[src/rtl/tour_cmd_seq.sv]
// Replays a solved knight's tour as vertical/horizontal command pairs to cmd_proc, muxed with UART commands; `TOUR_CMD_SEQ_STEP_EN adds single-step PAUSE.
// Commands are presented combinationally from the current state and move; each leg waits for clr_cmd_rdy and send_resp handshakes.
module tour_cmd_seq #(
  parameter int         NUM_MOVES  = 24,
  parameter int         IDX_W      = 5,
  parameter logic [3:0] MOVE_OP    = 4'h2,
  parameter logic [3:0] FANFARE_OP = 4'h3,
  parameter logic [3:0] ABORT_OP   = 4'hF,
  parameter logic [7:0] HDG_N      = 8'h00,
  parameter logic [7:0] HDG_W      = 8'h3F,
  parameter logic [7:0] HDG_S      = 8'h7F,
  parameter logic [7:0] HDG_E      = 8'hBF
) (
  input  logic             clk,
  input  logic             rst_n,
  input  logic             start_tour,
`ifdef TOUR_CMD_SEQ_STEP_EN
  input  logic             step,
`endif
  input  logic [7:0]       move,
  output logic [IDX_W-1:0] mv_indx,
  input  logic [15:0]      cmd_UART,
  input  logic             cmd_rdy_UART,
  output logic [15:0]      cmd,
  output logic             cmd_rdy,
  input  logic             clr_cmd_rdy,
  input  logic             send_resp,
  output logic [7:0]       resp,
  output logic             tour_busy,
  output logic             tour_done,
  output logic             tour_err
);

  localparam logic [IDX_W-1:0] LAST_IDX  = IDX_W'(NUM_MOVES - 1);
  localparam logic [7:0]       RESP_IDLE = 8'hA5;
  localparam logic [7:0]       RESP_BUSY = 8'h5A;

  typedef enum logic [2:0] {
    S_IDLE,
    S_VERT,
    S_WAIT_V,
    S_HORZ,
    S_WAIT_H
`ifdef TOUR_CMD_SEQ_STEP_EN
    , S_PAUSE
`endif
  } state_t;

`ifdef TOUR_CMD_SEQ_STEP_EN
  localparam state_t S_ENTRY = S_PAUSE;
`else
  localparam state_t S_ENTRY = S_VERT;
`endif

  state_t           r_state;
  logic [IDX_W-1:0] r_mv_indx;
  logic             r_tour_done;
  logic             r_tour_err;
  logic             r_abort_req;

  state_t           w_state_nxt;
  logic [IDX_W-1:0] w_idx_nxt;
  logic             w_done_nxt;
  logic             w_err_nxt;
  logic             w_abort_nxt;

  logic [3:0]       w_dx_mag;
  logic [3:0]       w_dy_mag;
  logic             w_dx_pos;
  logic             w_dy_pos;
  logic             w_legal;
  logic             w_abort_in;
  logic             w_busy;
  logic             w_last;
  logic [15:0]      w_vert_cmd;
  logic [15:0]      w_horz_cmd;

  // Knight move table: one-hot bit -> (dx, dy) as sign + magnitude
  always_comb begin
    w_dx_mag = 4'd0;
    w_dy_mag = 4'd0;
    w_dx_pos = 1'b0;
    w_dy_pos = 1'b0;
    case (move)
      8'h01: begin w_dx_mag = 4'd1; w_dx_pos = 1'b1; w_dy_mag = 4'd2; w_dy_pos = 1'b1; end
      8'h02: begin w_dx_mag = 4'd1; w_dx_pos = 1'b0; w_dy_mag = 4'd2; w_dy_pos = 1'b1; end
      8'h04: begin w_dx_mag = 4'd2; w_dx_pos = 1'b0; w_dy_mag = 4'd1; w_dy_pos = 1'b1; end
      8'h08: begin w_dx_mag = 4'd2; w_dx_pos = 1'b0; w_dy_mag = 4'd1; w_dy_pos = 1'b0; end
      8'h10: begin w_dx_mag = 4'd1; w_dx_pos = 1'b0; w_dy_mag = 4'd2; w_dy_pos = 1'b0; end
      8'h20: begin w_dx_mag = 4'd1; w_dx_pos = 1'b1; w_dy_mag = 4'd2; w_dy_pos = 1'b0; end
      8'h40: begin w_dx_mag = 4'd2; w_dx_pos = 1'b1; w_dy_mag = 4'd1; w_dy_pos = 1'b0; end
      8'h80: begin w_dx_mag = 4'd2; w_dx_pos = 1'b1; w_dy_mag = 4'd1; w_dy_pos = 1'b1; end
      default: begin
        w_dx_mag = 4'd0;
        w_dy_mag = 4'd0;
      end
    endcase
  end

  assign w_legal    = (move != 8'h00) && ((move & (move - 8'd1)) == 8'h00);
  assign w_vert_cmd = {MOVE_OP, (w_dy_pos ? HDG_N : HDG_S), w_dy_mag};
  assign w_horz_cmd = {FANFARE_OP, (w_dx_pos ? HDG_E : HDG_W), w_dx_mag};
  assign w_abort_in = cmd_rdy_UART && (cmd_UART[15:12] == ABORT_OP);
  assign w_busy     = (r_state != S_IDLE);
  assign w_last     = (r_mv_indx == LAST_IDX);

  always_comb begin
    w_state_nxt = r_state;
    w_idx_nxt   = r_mv_indx;
    w_done_nxt  = 1'b0;
    w_err_nxt   = r_tour_err;
    w_abort_nxt = r_abort_req;
    case (r_state)
      S_IDLE: begin
        if (start_tour) begin
          w_idx_nxt   = '0;
          w_err_nxt   = 1'b0;
          w_abort_nxt = 1'b0;
          w_state_nxt = S_ENTRY;
        end
      end
      S_VERT: begin
        if (!w_legal) begin
          w_err_nxt   = 1'b1;
          w_state_nxt = S_IDLE;
        end else if (clr_cmd_rdy) begin
          w_state_nxt = S_WAIT_V;
        end
      end
      S_WAIT_V: begin
        if (send_resp) begin
          w_state_nxt = r_abort_req ? S_IDLE : S_HORZ;
        end
      end
      S_HORZ: begin
        if (clr_cmd_rdy) begin
          w_state_nxt = S_WAIT_H;
        end
      end
      S_WAIT_H: begin
        if (send_resp) begin
          if (r_abort_req) begin
            w_state_nxt = S_IDLE;
          end else if (w_last) begin
            w_done_nxt  = 1'b1;
            w_state_nxt = S_IDLE;
          end else begin
            w_idx_nxt   = r_mv_indx + 1'b1;
            w_state_nxt = S_ENTRY;
          end
        end
      end
`ifdef TOUR_CMD_SEQ_STEP_EN
      S_PAUSE: begin
        if (w_abort_in || r_abort_req) begin
          w_state_nxt = S_IDLE;
        end else if (step) begin
          w_state_nxt = S_VERT;
        end
      end
`endif
      default: begin
        w_state_nxt = S_IDLE;
      end
    endcase
    // UART abort is only meaningful mid-tour; the in-flight leg still completes
    if (w_busy && w_abort_in) begin
      w_abort_nxt = 1'b1;
      w_err_nxt   = 1'b1;
    end
  end

  always_comb begin
    cmd     = cmd_UART;
    cmd_rdy = 1'b0;
    resp    = RESP_BUSY;
    case (r_state)
      S_IDLE: begin
        cmd     = cmd_UART;
        cmd_rdy = cmd_rdy_UART;
        resp    = RESP_IDLE;
      end
      S_VERT: begin
        cmd     = w_vert_cmd;
        cmd_rdy = w_legal;
      end
      S_WAIT_V: begin
        cmd  = w_vert_cmd;
        resp = r_abort_req ? RESP_IDLE : RESP_BUSY;
      end
      S_HORZ: begin
        cmd     = w_horz_cmd;
        cmd_rdy = 1'b1;
      end
      S_WAIT_H: begin
        cmd  = w_horz_cmd;
        resp = (w_last || r_abort_req) ? RESP_IDLE : RESP_BUSY;
      end
      default: begin
        cmd_rdy = 1'b0;
        resp    = RESP_BUSY;
      end
    endcase
  end

  always_ff @(posedge clk) begin
    if (!rst_n) begin
      r_state     <= S_IDLE;
      r_mv_indx   <= '0;
      r_tour_done <= 1'b0;
      r_tour_err  <= 1'b0;
      r_abort_req <= 1'b0;
    end else begin
      r_state     <= w_state_nxt;
      r_mv_indx   <= w_idx_nxt;
      r_tour_done <= w_done_nxt;
      r_tour_err  <= w_err_nxt;
      r_abort_req <= w_abort_nxt;
    end
  end

  assign mv_indx   = r_mv_indx;
  assign tour_busy = w_busy;
  assign tour_done = r_tour_done;
  assign tour_err  = r_tour_err;

endmodule

[config.mk]
export PLATFORM = sky130hd
export DESIGN_NAME = tour_cmd_seq
export DESIGN_NICKNAME = d
export VERILOG_FILES = /design/src/rtl/tour_cmd_seq.sv
export SDC_FILE = /design/constraint.sdc
export NUM_CORES = 1
export LEC_CHECK = 0
export CORE_MARGIN = 5
export CORE_UTILIZATION = 45
export CTS_BUF_LIST = sky130_fd_sc_hd__clkbuf_2
export CTS_CLUSTER_SIZE = 30
export DETAILED_ROUTE_END_ITERATION = 16
export PLACE_DENSITY = 0.91
export RECOVER_POWER = 100
export SETUP_SLACK_MARGIN = 0.3
export SKIP_CTS_REPAIR_TIMING = 1
export SYNTH_ARGS = -nofsm -noshare
export SYNTH_HDL_FRONTEND = slang
export SYNTH_SLANG_ARGS = --single-unit
[constraint.sdc]
create_clock -name clk -period 5.3 [get_ports clk]
set_clock_uncertainty 0.1 [all_clocks]
set_input_delay 0.53 -clock clk [delete_from_list [all_inputs] [get_ports clk]]
set_output_delay 0.53 -clock clk [all_outputs]
set_load 0.05 [all_outputs]
==> run_results.csv <==
group,metric,value,unit
detailed_routing,wl_per_cell,13.4,µm
floorplanning,core_area,2730,µm²
clocking,cts-root-buf,"clkbuf_2",
sta,maxSlewViolCount,0,
detailed_routing,first_pass_iters,4,
grt,grt_pass1_vias,1386,
worst_setup_path,setup.worst_path.class,"in2out",
cells_and_area,layout.nets,272,
sta,tns,0,ns
cells_and_area,final_cell_area,1850,µm²
clocking,clkSinkCount,11,
synthesis,synthMuxAreaShare,0.00781,
power_and_ir_drop,p_total,301,µW
sta,maxSlewHeadroom,0.539,
sta,setup_violations,0,
synthesis,synth_area,1280,µm²
synthesis,ys_async_sr_fraction,0,
place,dpl_cell_area,1840,µm²
worst_setup_path,end_kind,"primary output",
synthesis,ys_ff_latch,11,
synthesis,syn_inst,191,
power_and_ir_drop,comb_power_share,0.550,
worst_hold_path,min_path_cells,2,
synthesis,synth_top_area_frac,0.172,
synthesis,synth_compound_area_frac,0.260,
place,portBuffers,62,
power_and_ir_drop,peakVddDrop,140,µV
clocking,tritoncts,"yes",
sta,postLayoutSetupSlackWorst,1.28,ns
clocking,cts_made_buffers,3,
cells_and_area,multi_input_area,927,µm²
cells_and_area,n_antenna_cell,0,
grt,grt_start_max_net_pins,23,
worst_hold_path,hp-class,"reg2reg",
sta,finalCriticalPeriod,4.02,ns
synthesis,synth_edf_count,0,
power_and_ir_drop,internal_power,162,µW
cells_and_area,drive_above_1_share,0.0375,
power_and_ir_drop,power.switching,140,µW
floorplanning,rows,19,
sta,holdWs,0.430,ns
sta,finalCritPeriodShare,0.758,
grt,grt_pass1_wl,5940,µm
worst_setup_path,cp_slowest_stage_delay,0.89,ns
floorplanning,ioPinCount,63,
worst_setup_path,cp_max_fo,10,
synthesis,synth.distinct_cells,47,
place,place_ws,1.63,ns
floorplanning,start_util,0.469,
grt,grt_usage,0.173,
worst_setup_path,crit_chain,"dlygate4sd3_1, nor4_1, xnor2_1, o21a_1, o21ai_2, nand2_1, o21ai_1, dlygate4sd3_1",
cells_and_area,regArea,220,µm²
synthesis,synth-xor-area-share,0.0615,
worst_setup_path,path_delay_family,"buffers and inverters",
worst_setup_path,worst-path-buf-inv,2,
detailed_routing,ant_nets,0,
job,max_cap_violations,0,
synthesis,syn_avg_cell_area,6.71,µm²
synthesis,synth_nets,222,
sta,max_freq,249,MHz
clocking,htreeDepth,1,
clocking,clkTransAtPathRegs,0.12,ns
synthesis,yosys.area_share.simple,0.398,
synthesis,synthTopCellsByCount,"nand2_1 (26), nor2_1 (18), a21oi_1 (16)",
clocking,clk_latency,0.27,ns
synthesis,ys_warn_count,0,
worst_setup_path,crit_slowest_cell,"dlygate4sd3_1",
floorplanning,fp.dieW,63.4,µm
floorplanning,dieArea,4010,µm²
cells_and_area,area_growth,44.0,%
synthesis,synth_most_common_cell,"nand2_1",
power_and_ir_drop,powerDensity,163,nW/µm²
worst_setup_path,required,4.67,ns
clocking,cts_max_path_buffers,2,
synthesis,synth_area_leaders,"dfxtp_1 (17%), nand2_1 (7.6%), a21oi_1 (6.3%)",
synthesis,synth-seq-area-share,0.172,
synthesis,yosysTopAreaCell,"dfxtp_1",
worst_setup_path,path_depth,8,
worst_setup_path,cp.arrival,3.39,ns
synthesis,synth_fa_ha_area_frac,0.00977,
worst_setup_path,r2r_cells,6,
power_and_ir_drop,switching_share,0.463,
place,place.detailed.hpwl,2920,µm
detailed_routing,drt_iter0_markers,51,
grt,antenna_found_initial,0,
sta,tightest_slew,0.691,ns
run_status,status,"completed",
place,finalWeightedCongestion,0.834,
detailed_routing,drc,0,
power_and_ir_drop,p_clk_frac,0.159,
power_and_ir_drop,p_leak,0.000711,µW
floorplanning,die_y,63.4,µm
synthesis,synth_top_family_by_area,"simple AND/OR/NAND/NOR gates",
power_and_ir_drop,sequentialPowerShare,0.291,
grt,grt-ovfl-total,0,
synthesis,ys.flop_type,"dfxtp_1",
worst_setup_path,start_kind,"primary input",
sta,finalHoldViolCount,0,
detailed_routing,drt_wl_total,3640,µm
worst_setup_path,crit_path_frequent_cell,"dlygate4sd3_1",
detailed_routing,vias,1559,
cells_and_area,fillCellCount,234,
sta,rsz0062_at_grt,"no",
detailed_routing,vias_per_cell,5.75,
[layer usage]
layer	track usage	vias to the layer above	share of wire
met3	0.0391	8	0.074
met5	0	-	0
met4	0.0649	0	0.016
met1	0.212	707	0.42
met2	0.291	66	0.49
li1	-	778	-
[path summary, 6_finish.rpt]
check                                 from          to  slack [ns]
worst max register to register  r_state[2]  mv_indx[4]        3.30
worst max-delay path               move[0]     cmd_rdy        1.28
worst min register to register  mv_indx[1]  mv_indx[1]        0.43
worst min-delay path            mv_indx[1]  mv_indx[1]        0.43
[cells by family after synthesis]
logic type                 after synthesis
adders and majority gates                1
and+or+nand+nor                         97
buffers and inverters                   22
AOI/OAI and AO/OA                       50
xor gates and xnor gates                 9
DFF                                     11
muxes                                    1
[power groups by stage]
| stage | registers, µW | clock network (µW) | logic [µW] |
|---|---|---|---|
| 6_report | 87.6 | 48.0 | 166 |
| 5_1_grt | 88.0 | 52.6 | 176 |
| 4_1_cts | 87.6 | 48.7 | 175 |
| 3_5_place_dp | 89.4 | 0 | 174 |
| 3_3_place_gp | 89.2 | 0 | 173 |
| 2_1_floorplan | 88.3 | 0 | 114 |
[layout by cell type, fill, tap and decap left out, types with 7 or more instances in the layout]
master,synthesis,layout
clkdlybuf4s50_1,0,28
nand2b_1,7,7
nor2_1,18,18
nor2b_1,8,8
dfxtp_1,11,11
nand2_1,26,27
a21oi_1,16,16
nand3_1,7,7
nor3_1,11,11
dlygate4sd3_1,0,34
[registers in the layout, indices dropped and copies added, names as in the netlist]
register	flops
tour_err	1
tour_done	1
r_abort_req	1
r_state	3
mv_indx	5
[tightest hold or removal path, delay by kind of cell (launching register included)]
kind               cells  cell delay [ns]
DFF                    1             0.36
AOI/OAI and AO/OA      1             0.07
and+or+nand+nor        1             0.07
[area by class of cell]
class / count / share of cell area
Multi-Input combinational cell: 158 / 0.502
Timing Repair Buffer: 62 / 0.336
Sequential cell: 11 / 0.119
Tap cell: 31 / 0.0210
Inverter: 5 / 0.0102
Clock buffer: 3 / 0.00814
Clock inverter: 1 / 0.00271
[metrics by stage]
stage                     std cells   util
after floorplan                 191      -
after global placement          267  0.674
after detailed placement        267  0.674
after CTS                       271  0.681
after global routing            271  0.675
final                           271  0.675
No activity file was read; power rests on OpenSTA's default activity.
